$ cat config.mk
export PLATFORM = sky130hd
export DESIGN_NAME = eq_training_sequencer_flat
export DESIGN_NICKNAME = d
export VERILOG_FILES = /design/src/rtl/eq_training_sequencer_if.sv /design/src/rtl/eq_training_sequencer.sv /design/src/flat_wrapper.sv
export SDC_FILE = /design/constraint.sdc
export NUM_CORES = 1
export LEC_CHECK = 0
export CAP_MARGIN = 20
export CORE_MARGIN = 2
export CORE_UTILIZATION = 58
export CTS_BUF_LIST = sky130_fd_sc_hd__clkbuf_16
export CTS_CLUSTER_DIAMETER = 150
export CTS_CLUSTER_SIZE = 16
export DETAILED_ROUTE_END_ITERATION = 8
export GPL_TIMING_DRIVEN = 1
export HOLD_SLACK_MARGIN = 0.12
export PLACE_DENSITY = 0.85
export RECOVER_POWER = 100
export SLEW_MARGIN = 10
export SYNTH_ARGS = -nofsm -noshare
export SYNTH_HDL_FRONTEND = slang
export SYNTH_SLANG_ARGS = --single-unit
$ cat constraint.sdc
create_clock -name clk -period 4.3 [get_ports clk]
set_input_delay 0.86 -clock clk [delete_from_list [all_inputs] [get_ports clk]]
set_output_delay 0.86 -clock clk [all_outputs]
set_load 0.02 [all_outputs]
$ cat src/rtl/eq_training_sequencer_if.sv
// eq_training_sequencer_if: bring-up control, TX equalizer and eye-monitor signals of the training sequencer
interface eq_training_sequencer_if #(
  parameter int CODE_W = 6,
  parameter int OPEN_W = 12
);
  logic start, coeff_update, meas_req, meas_ready, busy, done, pass, timeout_err;
  logic [CODE_W-1:0] coeff, best_code;
  logic [OPEN_W-1:0] opening, best_opening;
  modport master (
    input  start, meas_ready, opening,
    output coeff, coeff_update, meas_req, busy, done, pass, best_code, best_opening, timeout_err
  );
  modport slave (
    output start, meas_ready, opening,
    input  coeff, coeff_update, meas_req, busy, done, pass, best_code, best_opening, timeout_err
  );
endinterface

$ cat src/rtl/eq_training_sequencer.sv
// eq_training_sequencer: sweeps the TX-equalizer code, measures the eye per code and applies the widest-eye code
module eq_training_sequencer #(
  parameter int CODE_W         = 6,
  parameter int OPEN_W         = 12,
  parameter int CODE_MIN       = 0,
  parameter int CODE_MAX       = 63,
  parameter int STEP           = 4,
  parameter int SETTLE_CYCLES  = 16,
  parameter int TIMEOUT_CYCLES = 1024,
  parameter int MIN_OPENING    = 200
) (
  input logic clk,
  input logic reset,
  eq_training_sequencer_if.master bus
);
  localparam int SW = $clog2(SETTLE_CYCLES + 1);
  localparam int TW = $clog2(TIMEOUT_CYCLES + 1);
  localparam logic [SW-1:0] S_LAST = SW'(SETTLE_CYCLES - 1);
  localparam logic [TW-1:0] T_LAST = TW'(TIMEOUT_CYCLES - 1);
  localparam logic [CODE_W:0] C_MAX = (CODE_W + 1)'(CODE_MAX);
  localparam logic [CODE_W-1:0] C_MIN = CODE_W'(CODE_MIN);
  localparam logic [OPEN_W-1:0] O_MIN = OPEN_W'(MIN_OPENING);
  typedef enum logic [2:0] {IDLE, APPLY, SETTLE, MEASURE, EVAL, FINAL, DONE, ERROR} state_t;
  state_t state;
  logic [CODE_W-1:0] code;
  logic [OPEN_W-1:0] meas;
  logic first;
  logic [SW-1:0] scnt;
  logic [TW-1:0] tcnt;
  logic [CODE_W:0] nxt;
  // one extra bit so a step past the top of the code range cannot wrap
  assign nxt = {1'b0, code} + (CODE_W + 1)'(STEP);
  always_ff @(posedge clk) begin
    if (reset) begin
      state            <= IDLE;
      code             <= C_MIN;
      meas             <= '0;
      first            <= 1'b0;
      scnt             <= '0;
      tcnt             <= '0;
      bus.coeff        <= C_MIN;
      bus.coeff_update <= 1'b0;
      bus.meas_req     <= 1'b0;
      bus.busy         <= 1'b0;
      bus.done         <= 1'b0;
      bus.pass         <= 1'b0;
      bus.best_code    <= C_MIN;
      bus.best_opening <= '0;
      bus.timeout_err  <= 1'b0;
    end else begin
      bus.coeff_update <= 1'b0;
      case (state)
        IDLE, DONE, ERROR: if (bus.start) begin
          state            <= APPLY;
          bus.busy         <= 1'b1;
          bus.done         <= 1'b0;
          bus.pass         <= 1'b0;
          bus.timeout_err  <= 1'b0;
          bus.best_opening <= '0;
          bus.best_code    <= C_MIN;
          code             <= C_MIN;
          first            <= 1'b1;
        end
        APPLY: begin
          bus.coeff        <= code;
          bus.coeff_update <= 1'b1;
          scnt             <= '0;
          state            <= SETTLE;
        end
        SETTLE: if (scnt == S_LAST) begin
          state        <= MEASURE;
          bus.meas_req <= 1'b1;
          tcnt         <= '0;
        end else scnt <= scnt + 1'b1;
        // a ready on the last allowed cycle still wins over the timeout
        MEASURE: if (bus.meas_ready) begin
          meas         <= bus.opening;
          bus.meas_req <= 1'b0;
          state        <= EVAL;
        end else if (tcnt == T_LAST) begin
          bus.meas_req    <= 1'b0;
          bus.busy        <= 1'b0;
          bus.timeout_err <= 1'b1;
          state           <= ERROR;
        end else tcnt <= tcnt + 1'b1;
        EVAL: begin
          if (first || meas > bus.best_opening) begin
            bus.best_opening <= meas;
            bus.best_code    <= code;
          end
          first <= 1'b0;
          code  <= (nxt <= C_MAX) ? nxt[CODE_W-1:0] : code;
          state <= (nxt <= C_MAX) ? APPLY : FINAL;
        end
        FINAL: begin
          bus.coeff        <= bus.best_code;
          bus.coeff_update <= 1'b1;
          bus.busy         <= 1'b0;
          bus.done         <= 1'b1;
          bus.pass         <= bus.best_opening >= O_MIN;
          state            <= DONE;
        end
        default: state <= IDLE;
      endcase
    end
  end
endmodule

$ cat src/flat_wrapper.sv
// flat-port wrapper written by rule: the top's interface ports become plain ports
module eq_training_sequencer_flat 
#(
  parameter int CODE_W         = 6,
  parameter int OPEN_W         = 12,
  parameter int CODE_MIN       = 0,
  parameter int CODE_MAX       = 63,
  parameter int STEP           = 4,
  parameter int SETTLE_CYCLES  = 16,
  parameter int TIMEOUT_CYCLES = 1024,
  parameter int MIN_OPENING    = 200
)
  (clk, reset, bus_start, bus_meas_ready, bus_opening, bus_coeff, bus_coeff_update, bus_meas_req, bus_busy, bus_done, bus_pass, bus_best_code, bus_best_opening, bus_timeout_err);
  eq_training_sequencer_if #(.CODE_W(CODE_W), .OPEN_W(OPEN_W)) bus_i ();
  input logic clk;
  input logic reset;
  input wire logic [$bits(bus_i.start)-1:0] bus_start;
  input wire logic [$bits(bus_i.meas_ready)-1:0] bus_meas_ready;
  input wire logic [$bits(bus_i.opening)-1:0] bus_opening;
  output wire logic [$bits(bus_i.coeff)-1:0] bus_coeff;
  output wire logic [$bits(bus_i.coeff_update)-1:0] bus_coeff_update;
  output wire logic [$bits(bus_i.meas_req)-1:0] bus_meas_req;
  output wire logic [$bits(bus_i.busy)-1:0] bus_busy;
  output wire logic [$bits(bus_i.done)-1:0] bus_done;
  output wire logic [$bits(bus_i.pass)-1:0] bus_pass;
  output wire logic [$bits(bus_i.best_code)-1:0] bus_best_code;
  output wire logic [$bits(bus_i.best_opening)-1:0] bus_best_opening;
  output wire logic [$bits(bus_i.timeout_err)-1:0] bus_timeout_err;
  assign bus_i.start = bus_start;
  assign bus_i.meas_ready = bus_meas_ready;
  assign bus_i.opening = bus_opening;
  assign bus_coeff = bus_i.coeff;
  assign bus_coeff_update = bus_i.coeff_update;
  assign bus_meas_req = bus_i.meas_req;
  assign bus_busy = bus_i.busy;
  assign bus_done = bus_i.done;
  assign bus_pass = bus_i.pass;
  assign bus_best_code = bus_i.best_code;
  assign bus_best_opening = bus_i.best_opening;
  assign bus_timeout_err = bus_i.timeout_err;
  eq_training_sequencer #(.CODE_W(CODE_W), .OPEN_W(OPEN_W), .CODE_MIN(CODE_MIN), .CODE_MAX(CODE_MAX), .STEP(STEP), .SETTLE_CYCLES(SETTLE_CYCLES), .TIMEOUT_CYCLES(TIMEOUT_CYCLES), .MIN_OPENING(MIN_OPENING)) u_core (.clk(clk), .reset(reset), .bus(bus_i));
endmodule
After elaboration in Yosys (flattened, before gate mapping)
Cells that the tools add are included.
{"block": "word_totals", "output_inout_bits": 30, "register_bits": 68, "word_cells": 97}
{"block": "op_classes", "n_lt_le_gt_ge": 3, "n_addsub": 3, "n_reduce_logical": 22, "n_eq_ne": 18, "mux": 36}
{"operator": "6-bit one-hot mux with 2 select lines", "n": 3}
{"operator": "11-bit 2-to-1 mux", "n": 3}
{"operator": "12-bit 2-to-1 mux", "n": 2}
{"operator": "12-bit one-hot mux with 2 select lines", "n": 1}
{"operator": "11-bit one-hot mux with 2 select lines", "n": 1}
{"operator": "6-bit 2-to-1 mux", "n": 3}
{"operator": "3-bit one-hot mux with 6 select lines", "n": 1}
{"operator": "3-bit 2-to-1 mux", "n": 5}
{"operator": "3-bit == test (second input constant)", "n": 4}
{"operator": "12-bit by 8-bit >= comparator with 1-bit output (second input constant)", "n": 1}
{"operator": "12-bit > comparator", "n": 1}
{"operator": "3-bit AND reduction", "n": 4}
{"operator": "4-bit AND reduction", "n": 3}
{"operator": "2-bit nonzero test", "n": 6}
{"operator": "11-bit by 1-bit adder with 11-bit output (second input constant)", "n": 1}
{"operator": "11-bit by 10-bit == test with 1-bit output (second input constant)", "n": 1}
{"operator": "1-bit one-hot mux with 2 select lines", "n": 5}
{"operator": "5-bit one-hot mux with 2 select lines", "n": 1}
{"operator": "1-bit 2-to-1 mux", "n": 9}
{"operator": "2-bit by 1-bit != test with 1-bit output (second input constant)", "n": 4}
{"operator": "2-bit != test (second input constant)", "n": 4}
{"operator": "2-bit AND reduction", "n": 4}
{"operator": "6-bit by 3-bit adder with 7-bit output (second input constant)", "n": 1}
{"operator": "7-bit by 6-bit less-or-equal comparator with 1-bit output (second input constant)", "n": 1}
{"operator": "other kinds (12)", "n": 13}

Logic depth before layout (Yosys ltp)
Gate-level depths: netlist (run 1).
{"block": "depth", "depth_word": 4, "depth_mapped": 9}

Worst setup path after synthesis (run 1)
OpenSTA, ideal clock, no wires.
{"block": "synth_timing", "path_kind": "reg-to-reg", "from": "register u_core.bus.best_opening[1]", "to": "register u_core.bus.best_opening[9]", "arrival_ps": 2184, "period_less_slack_ps": 2243, "setup_time_ps": 59, "path_slack_ps": 2057, "required_time_ps": 4241, "n_path_buf": 1, "stages_incl_launch_ff": 10, "cell_sequence": "dfxtp_1 inv_1 ha_1 nor2b_1 o211ai_1 a21oi_1 or3_1 o32ai_4 buf_4 a22o_1"}
{"block": "synth_between", "elab_chain_cells": 4}
{"item": "start, declared", "line_no": "eq_training_sequencer_if.sv:11", "text": "output coeff, coeff_update, meas_req, busy, done, pass, best_code, best_opening, timeout_err"}
{"item": "start signal, assigned", "line_no": "eq_training_sequencer.sv:88", "text": "bus.best_opening <= meas;"}
{"item": "12-bit > comparator", "line_no": "eq_training_sequencer.sv:87", "text": "if (first || meas > bus.best_opening) begin"}
{"item": "1-bit logical OR", "line_no": "eq_training_sequencer.sv:87"}
{"item": "2-bit by 1-bit != test with 1-bit output (no line)"}
{"item": "3-bit AND reduction (no line)"}
Every way passes these cells.
A chain may end at the register's enable or synchronous reset.

==> impl_metrics.env, run 1 <==
export IMPL_rows=25
export IMPL_yosysTopAreaCellShare_pct=41.9
export IMPL_core_area_um2=4820
export IMPL_drt_wl_total_mm=6.20
export IMPL_htree_levels=3
export IMPL_grt_antenna_before_repair=0
export IMPL_slew_headroom_pct=8.72
export IMPL_crit_path_max_fanout=30
export IMPL_rsz0062_at_grt="no"
export IMPL_start_util_pct=61.4
export IMPL_peakVddDrop_uv=321
export IMPL_root_buffer="clkbuf_16"
export IMPL_vias=2475
export IMPL_final_common_cell="dfxtp_1"
export IMPL_min_period_ns=3.07
export IMPL_tightest_slew_ns=1.37
export IMPL_drv_cap=0
export IMPL_synth_area_um2=2960
export IMPL_fin_skew_ns=0.00610
export IMPL_antenna_cells=0
export IMPL_dieHeight_um=75.4
export IMPL_grt_pass1_vias=2270
export IMPL_required_ns=4.50
export IMPL_fin_tns_setup_ns=0
export IMPL_max_freq_ghz=0.326
export IMPL_gp_congestion=0.827
export IMPL_slew_viol_final=0
export IMPL_clock_latency_ns=0.32
export IMPL_critical_path_class="in2reg"
export IMPL_min_path_type="reg2reg"
export IMPL_final_cell_mix="dfxtp_1, nand2_1, dlygate4sd3_1, nor2_1, a21oi_1"
export IMPL_drt_first_pass_iters=4
export IMPL_critPathArrivalTime_ns=3.26
export IMPL_fin_crit_sh_pct=71.3
export IMPL_synth_edf_count=0
export IMPL_setup_viol_count_final=0
export IMPL_postCtsHoldBufs=0
export IMPL_synthTopCellsByArea="dfxtp_1, ha_1, nand2_1, a22o_1, a21oi_1"
export IMPL_critPathLaunchType="input port"
export IMPL_hold_viol=0
export IMPL_pre_cts_slack_ns=1.41
export IMPL_dieArea_um2=5690
export IMPL_clkSlewWorstSetupHoldPaths_ns=0.05
export IMPL_drive_above_1_share_pct=5.35
export IMPL_drcViolationCount=0
export IMPL_end_kind="flop"
export IMPL_p_per_area_nw_per_um2=367
export IMPL_synth_top_flop_cell="dfxtp_1"
export IMPL_nNetsFinal=404
export IMPL_avgSynthCellArea_um2=8.83
export IMPL_leakage_nw=1.36
export IMPL_fillerInstances=384
export IMPL_cts_num_sinks=62
export IMPL_cts_setup_buffers=0
export IMPL_status="finished clean"
export IMPL_ys_warn_count=0
export IMPL_ant_nets=0
export IMPL_portBuffers=41
export IMPL_track_usage_pct=24.0
export IMPL_grt_max_degree=31
export IMPL_wl_per_cell_um=14.1
export IMPL_hpwl_mm=4.24
export IMPL_drt_iter0_markers=147
export IMPL_synth_async_reset_ratio_pct=0
export IMPL_grt_pass1_wl_mm=10.3
export IMPL_synthCells=335
export IMPL_via_per_inst=5.61
export IMPL_worst_slack_ns=1.23
export IMPL_area_growth_pct=21.7
export IMPL_ys_seq_elements=62
export IMPL_synth_cell_type_count=55
export IMPL_yosysTopAreaCell="dfxtp_1"
export IMPL_cts_tree="built"
export IMPL_cts_buffers=9
export IMPL_die_w_um=75.4
export IMPL_boundaryPins=46
export IMPL_clockBufferDepth=2
export IMPL_cts_resized=0
export IMPL_ys_seq_area_share_pct=41.9
export IMPL_overflow=0
## worst paths after layout
kind | startpoint | cells after the start | slack, ns | to
setup / recovery | reset | 4 | 1.23 | u_core.tcnt[2]
hold / removal | u_core.meas[4] | 2 | 0.47 | u_core.meas[4]
setup reg to reg | u_core.bus.best_opening[10] | 8 | 1.54 | u_core.bus.best_opening[10]
hold reg to reg | u_core.meas[4] | 2 | 0.47 | u_core.meas[4]
## registers in the layout, indices dropped and copies added, names as in the netlist
register	count
u_core.bus.best_code	4
u_core.bus.best_opening	12
u_core.bus.busy	1
u_core.bus.coeff	4
u_core.bus.coeff_update	1
u_core.bus.done	1
u_core.bus.meas_req	1
u_core.bus.pass	1
u_core.bus.timeout_err	1
u_core.code	4
u_core.first	1
u_core.meas	12
u_core.scnt	5
u_core.state	3
u_core.tcnt	11
## worst max-delay path, cell delays in order
cell and delay [ns]:
dlygate4sd3_1 0.83, clkbuf_1 1.05, nand2b_1 0.41, nor3_1 0.10
## power breakdown
| part | total (mW) | internal, mW | switching, mW |
|---|---|---|---|
| clock network | 0.602 | 0.372 | 0.229 |
| logic | 0.119 | 0.0500 | 0.0695 |
| registers | 0.601 | 0.588 | 0.0130 |
## layer usage
metal / track usage, % / part of all wire [%] / up-vias
met5: 0 / 0 / -
met4: 12.3 / 1.6 / 0
met3: 4.37 / 3.4 / 9
met2: 39.0 / 48 / 46
met1: 30.6 / 47 / 1169
li1: - / - / 1251
## through the flow
step | hold WS [ns] | utilization, % | cell area [um2] | total power, mW | cells
final | 0.473 | 74.8 | 3600 | 1.32 | 441
after global routing | 0.499 | 74.8 | 3600 | 1.37 | 441
after CTS | 0.477 | 74.9 | 3610 | 1.33 | 441
after detailed placement | 0.471 | 69.8 | 3360 | 0.735 | 427
after global placement | 0.457 | 69.8 | 3360 | 0.731 | 427
after floorplan | 0.445 | - | 2970 | 0.698 | 338
## cell families (layout without fill, tap and decap cells)
family	Yosys count	after routing	synth area share, %
AND/OR/NAND/NOR	120	120	20.6
flip-flops	62	62	41.9
buffers and inverters	38	74	6.17
XOR/XNOR	8	8	2.37
AO/OA/AOI/OAI	83	83	19.6
adder cells (fa/ha/maj)	17	17	7.19
other	1	4	0.127
multiplexers	6	6	2.03
## Yosys cell counts (6+ instances only)
| cell type | n |
|---|---|
| clkbuf_1 | 9 |
| nor3_1 | 9 |
| dfxtp_1 | 62 |
| ha_1 | 17 |
| buf_4 | 6 |
| a21oi_1 | 27 |
| nand2b_1 | 7 |
| mux2i_1 | 6 |
| nand4_1 | 6 |
| nand3_1 | 9 |
| o21ai_0 | 7 |
| nor2_1 | 27 |
| nand2_1 | 38 |
| a22o_1 | 16 |
| inv_1 | 17 |
| a211oi_1 | 8 |
## cell type report
type / instances / area [um2] / area share, %
multi-input combinational: 238 / 1550 / 42.9
clock inverter: 5 / 20.0 / 0.556
timing repair buffer: 43 / 422 / 11.7
sequential: 62 / 1240 / 34.5
tap: 67 / 83.8 / 2.33
inverter: 17 / 63.8 / 1.77
clock buffer: 9 / 225 / 6.25
Power figures use the tool's default switching activity.
==> inputs of run 2 (changes only) <==
--- a/config.mk
+++ b/config.mk
@@ -7,14 +7,14 @@
 export LEC_CHECK = 0
 export CAP_MARGIN = 20
 export CORE_MARGIN = 2
-export CORE_UTILIZATION = 58
+export CORE_UTILIZATION = 53
 export CTS_BUF_LIST = sky130_fd_sc_hd__clkbuf_16
 export CTS_CLUSTER_DIAMETER = 150
 export CTS_CLUSTER_SIZE = 16
 export DETAILED_ROUTE_END_ITERATION = 8
 export GPL_TIMING_DRIVEN = 1
 export HOLD_SLACK_MARGIN = 0.12
-export PLACE_DENSITY = 0.85
+export PLACE_DENSITY = 0.79
 export RECOVER_POWER = 100
 export SLEW_MARGIN = 10
 export SYNTH_ARGS = -nofsm -noshare
==> constraint.sdc (replaced) <==
create_clock -name clk -period 3.1 [get_ports clk]
set_input_delay 0.62 -clock clk [delete_from_list [all_inputs] [get_ports clk]]
set_output_delay 0.62 -clock clk [all_outputs]
set_load 0.02 [all_outputs]
==> impl_metrics.env, run 2 (same netlist as run 1, synthesis figures left out) <==
export IMPL_nNetsFinal=406
export IMPL_hold_viol=0
export IMPL_drt_wl_total_mm=6.14
export IMPL_clockBufferDepth=2
export IMPL_drcViolationCount=0
export IMPL_critPathArrivalTime_ns=2.93
export IMPL_final_cell_mix="dfxtp_1, nand2_1, nor2_1, a21oi_1, dlygate4sd3_1"
export IMPL_slew_headroom_pct=29.3
export IMPL_overflow=0
export IMPL_clkSlewWorstSetupHoldPaths_ns=0.05
export IMPL_end_kind="flop"
export IMPL_critPathLaunchType="flop"
export IMPL_htree_levels=3
export IMPL_fin_total_pwr_mw=1.89
export IMPL_fin_crit_sh_pct=85.9
export IMPL_vias=2460
export IMPL_cts_buffers=9
export IMPL_cts_resized=0
export IMPL_tightest_slew_ns=1.05
export IMPL_postCtsHoldBufs=0
export IMPL_fillerInstances=465
export IMPL_max_freq_ghz=0.376
export IMPL_boundaryPins=46
export IMPL_rows=27
export IMPL_min_path_type="reg2reg"
export IMPL_setup_viol_count_final=0
export IMPL_root_buffer="clkbuf_16"
export IMPL_cts_setup_buffers=0
export IMPL_dieArea_um2=6200
export IMPL_reg_largest_list="u_core.bus.best_opening (12), u_core.meas (12), u_core.tcnt (11)"
export IMPL_area_growth_pct=22.5
export IMPL_wl_per_cell_um=13.6
export IMPL_dieHeight_um=78.7
export IMPL_hpwl_mm=4.14
export IMPL_reg2reg_slack_ns=0.44
export IMPL_die_w_um=78.7
export IMPL_fin_tns_setup_ns=0
export IMPL_crit_path_max_fanout=16
export IMPL_clock_latency_ns=0.33
export IMPL_leakage_nw=1.38
export IMPL_final_common_cell="dfxtp_1"
export IMPL_track_usage_pct=21.0
export IMPL_drive_above_1_share_pct=6.08
export IMPL_grt_pass1_wl_mm=10.2
export IMPL_cts_num_sinks=62
export IMPL_gp_congestion=0.822
export IMPL_slew_viol_final=0
export IMPL_portBuffers=41
export IMPL_grt_max_degree=39
export IMPL_start_util_pct=54.4
export IMPL_peakVddDrop_uv=378
export IMPL_drv_cap=0
export IMPL_fin_skew_ns=0.00394
export IMPL_required_ns=3.37
export IMPL_grt_pass1_vias=2234
export IMPL_core_area_um2=5440
export IMPL_finish_instance_area_um2=3620
export IMPL_placed_area_um2=3380
export IMPL_drt_iter0_markers=137
export IMPL_p_per_area_nw_per_um2=521
export IMPL_min_period_ns=2.66
export IMPL_ant_nets=0
export IMPL_cts_tree="built"
export IMPL_status="finished clean"
export IMPL_drt_first_pass_iters=4
export IMPL_critical_path_class="reg2reg"
export IMPL_grt_antenna_before_repair=0
export IMPL_via_per_inst=5.47
export IMPL_antenna_cells=0
export IMPL_rsz0062_at_grt="no"
-- run 2: cell count changes in the layout (fill, tap and decap cells not counted) --
| cell | delta |
|---|---|
| clkinv_4 | +1 |
| nor4b_2 | -2 |
| nor4_1 | +2 |
| clkbuf_1 | -1 |
| nor4b_1 | +2 |
| clkdlybuf4s50_1 | +2 |
| clkinv_2 | +1 |
| dlygate4sd3_1 | -2 |
| buf_4 | +3 |
| clkinv_1 | -1 |
| inv_1 | -1 |
| nor4_2 | -2 |
| clkinvlp_4 | +2 |
-- run 2: metal layers --
layer	share of wire, %	track usage, %	routed length [um]	up-vias
met4	1.3	7.54	82	0
met5	0	0	0	-
met2	48	33.9	2920	46
met3	4.4	7.61	272	10
li1	-	-	-	1262
met1	47	25.7	2860	1142
-- run 2: area by class of cell --
class	instances	area (um2)	share of cell area [%]
inverter	17	63.8	1.76
clock buffer	9	225	6.22
sequential	62	1240	34.3
timing repair buffer	45	440	12.2
tap	72	90.1	2.49
multi-input combinational	238	1520	42.0
clock inverter	7	41.3	1.14
-- run 2: power breakdown --
part           leakage [nW]  switching, mW  internal, mW
logic                 0.749         0.0971        0.0724
clock network         0.126          0.353         0.532
registers             0.501         0.0178         0.814
-- run 2: path summary, 6_finish.rpt --
kind                               start                          to  cells past startpoint
max          u_core.bus.best_opening[10]  u_core.bus.best_opening[5]                      8
min                      u_core.bus.done             u_core.bus.done                      2
max reg2reg  u_core.bus.best_opening[10]  u_core.bus.best_opening[5]                      8
min reg2reg              u_core.bus.done             u_core.bus.done                      2
-- run 2: critical path: stages (launching register included) --
cell	delay, ns
dfxtp_1	0.37
inv_1	0.06
ha_1	0.31
nand4_1	0.14
or2_0	0.28
a21oi_1	0.17
o41ai_1	0.11
a211oi_2	0.89
a22o_1	0.27
-- run 2: stage by stage --
step	utilization (%)	hold slack (ns)	setup slack, ns	cells
final	66.6	0.459	0.438	450
after global routing	66.6	0.464	0.214	450
after CTS	67.1	0.461	0.418	450
after detailed placement	62.2	0.453	0.429	434
after global placement	62.2	0.443	0.560	434
after floorplan	-	0.445	0.857	338
==> inputs of run 3 (changes only) <==
--- a/config.mk
+++ b/config.mk
@@ -7,14 +7,13 @@
 export LEC_CHECK = 0
 export CAP_MARGIN = 20
 export CORE_MARGIN = 2
-export CORE_UTILIZATION = 53
+export CORE_UTILIZATION = 35
 export CTS_BUF_LIST = sky130_fd_sc_hd__clkbuf_16
 export CTS_CLUSTER_DIAMETER = 150
 export CTS_CLUSTER_SIZE = 16
 export DETAILED_ROUTE_END_ITERATION = 8
 export GPL_TIMING_DRIVEN = 1
 export HOLD_SLACK_MARGIN = 0.12
-export PLACE_DENSITY = 0.79
 export RECOVER_POWER = 100
 export SLEW_MARGIN = 10
 export SYNTH_ARGS = -nofsm -noshare
==> impl_metrics.env, run 3 (same netlist as run 1, synthesis figures left out) <==
export IMPL_path_cells="clkbuf_1, nor3_1, o21ai_0, inv_1, nor4_1"
export IMPL_cts_tree="built"
export IMPL_p_per_area_nw_per_um2=506
export IMPL_critPathArrivalTime_ns=2.86
export IMPL_vias=2421
export IMPL_dieArea_um2=9210
export IMPL_leakage_nw=1.37
export IMPL_drcViolationCount=0
export IMPL_fin_crit_sh_pct=84.7
export IMPL_htree_levels=3
export IMPL_power_frac_comb_pct=9.1
export IMPL_required_ns=3.33
export IMPL_critPathMaxStageDelay_ns=0.83
export IMPL_reg_largest_list="u_core.bus.best_opening (12), u_core.meas (12), u_core.tcnt (11)"
export IMPL_fillerInstances=823
export IMPL_pwr_share_seq_pct=45.2
export IMPL_clock_latency_ns=0.33
export IMPL_slew_viol_final=0
export IMPL_fin_tns_setup_ns=0
export IMPL_grt_pass1_wl_mm=11.0
export IMPL_overflow=0
export IMPL_die_w_um=96.0
export IMPL_clockBufferDepth=2
export IMPL_use_met1_pct=19.2
export IMPL_postCtsHoldBufs=0
export IMPL_drive_above_1_share_pct=5.33
export IMPL_status="finished clean"
export IMPL_final_cell_mix="dfxtp_1, nand2_1, nor2_1, a21oi_1, dlygate4sd3_1"
export IMPL_wl_per_cell_um=13.2
export IMPL_final_common_cell="dfxtp_1"
export IMPL_grt_max_degree=39
export IMPL_nNetsFinal=406
export IMPL_end_kind="flop"
export IMPL_slew_headroom_pct=27.9
export IMPL_critPathLaunchType="flop"
export IMPL_top_usage_layer="met2"
export IMPL_ant_nets=0
export IMPL_placed_area_um2=3420
export IMPL_worst_slack_ns=0.475
export IMPL_gp_congestion=0.748
export IMPL_grt_pass1_vias=2392
export IMPL_hpwl_mm=4.39
export IMPL_drv_cap=0
export IMPL_cp_slowest_cell="o21ai_0"
export IMPL_antenna_cells=0
export IMPL_p_int_mw=1.40
export IMPL_max_freq_ghz=0.381
export IMPL_portBuffers=41
export IMPL_peakVddDrop_uv=269
export IMPL_via_per_inst=5.04
export IMPL_track_usage_pct=15.7
export IMPL_root_buffer="clkbuf_16"
export IMPL_use_met3_pct=3.60
export IMPL_switching_share_pct=23.9
export IMPL_rsz0062_at_grt="no"
export IMPL_grt_antenna_before_repair=0
export IMPL_layout_cells_non_filler=480
export IMPL_fin_skew_ns=0.00545
export IMPL_clkSlewWorstSetupHoldPaths_ns=0.05
export IMPL_finish_instance_area_um2=3640
export IMPL_cts_setup_buffers=0
export IMPL_tightest_slew_ns=1.08
export IMPL_cts_num_sinks=62
export IMPL_dieHeight_um=96.0
export IMPL_p_switching_uw=442
export IMPL_setup_viol_count_final=0
export IMPL_pre_cts_slack_ns=0.446
export IMPL_drt_first_pass_iters=4
export IMPL_hold_viol=0
export IMPL_min_period_ns=2.63
export IMPL_crit_path_max_fanout=24
export IMPL_clkPwrFrac_pct=45.7
export IMPL_core_area_um2=8220
export IMPL_start_util_pct=36.0
export IMPL_area_growth_pct=23.1
export IMPL_cts_resized=0
export IMPL_cts_buffers=9
export IMPL_grtUsageMet2_pct=25.0
export IMPL_dp_cells=467
export IMPL_rows=33
export IMPL_drt_iter0_markers=72
export IMPL_critical_path_class="reg2reg"
export IMPL_min_path_type="reg2reg"
export IMPL_holdWs_ns=0.451
export IMPL_boundaryPins=46
export IMPL_drt_wl_total_mm=6.32
run 3: changes by cell type in the layout (fill, tap and decap cells not counted), sizes merged:
cell / change
clkinv: -1
clkbuf: +1
buf: -1
clkinvlp: -2
run 3: routing by layer:
layer	share of wire [%]	up-vias
met5	0	-
met4	2.7	0
met3	3.9	10
met2	46	39
met1	47	1112
li1	-	1260
run 3: power groups by stage:
stage	clock [mW]	sequential (mW)	combinational [mW]
floorplan	0	0.851	0.118
global route	0.899	0.835	0.189
global placement	0	0.849	0.173
detailed placement	0	0.849	0.174
CTS	0.859	0.833	0.175
finish	0.843	0.833	0.169
run 3: area by class of cell:
cell class / count / area [um2] / area share, %
Multi-Input combinational cell: 238 / 1530 / 41.9
Sequential cell: 62 / 1240 / 34.1
Timing Repair Buffer: 45 / 437 / 12.0
Clock buffer: 9 / 225 / 6.18
Tap cell: 105 / 131 / 3.61
Inverter: 17 / 63.8 / 1.75
Clock inverter: 4 / 17.5 / 0.481
run 3: worst paths after layout:
kind	to	slack [ns]	cells past startpoint	startpoint
worst min-delay path	u_core.bus.done	0.45	2	u_core.bus.done
worst max register to register	u_core.code[4]	0.47	5	u_core.state[2]
worst max-delay path	u_core.code[4]	0.47	5	u_core.state[2]
worst min register to register	u_core.bus.done	0.45	2	u_core.bus.done
run 3: worst max-delay path: cells and delay by family (launching register included):
kind,cells,cell delay (ns)
flip-flops,1,0.32
buffers and inverters,2,0.96
AO/OA/AOI/OAI,1,0.83
AND/OR/NAND/NOR,2,0.43
run 3: per-stage QoR:
| step | util (%) | power (mW) |
|---|---|---|
| floorplan | - | 0.969 |
| global placement | 41.7 | 1.02 |
| detailed placement | 41.7 | 1.02 |
| CTS | 44.6 | 1.87 |
| global route | 44.3 | 1.92 |
| finish | 44.3 | 1.85 |
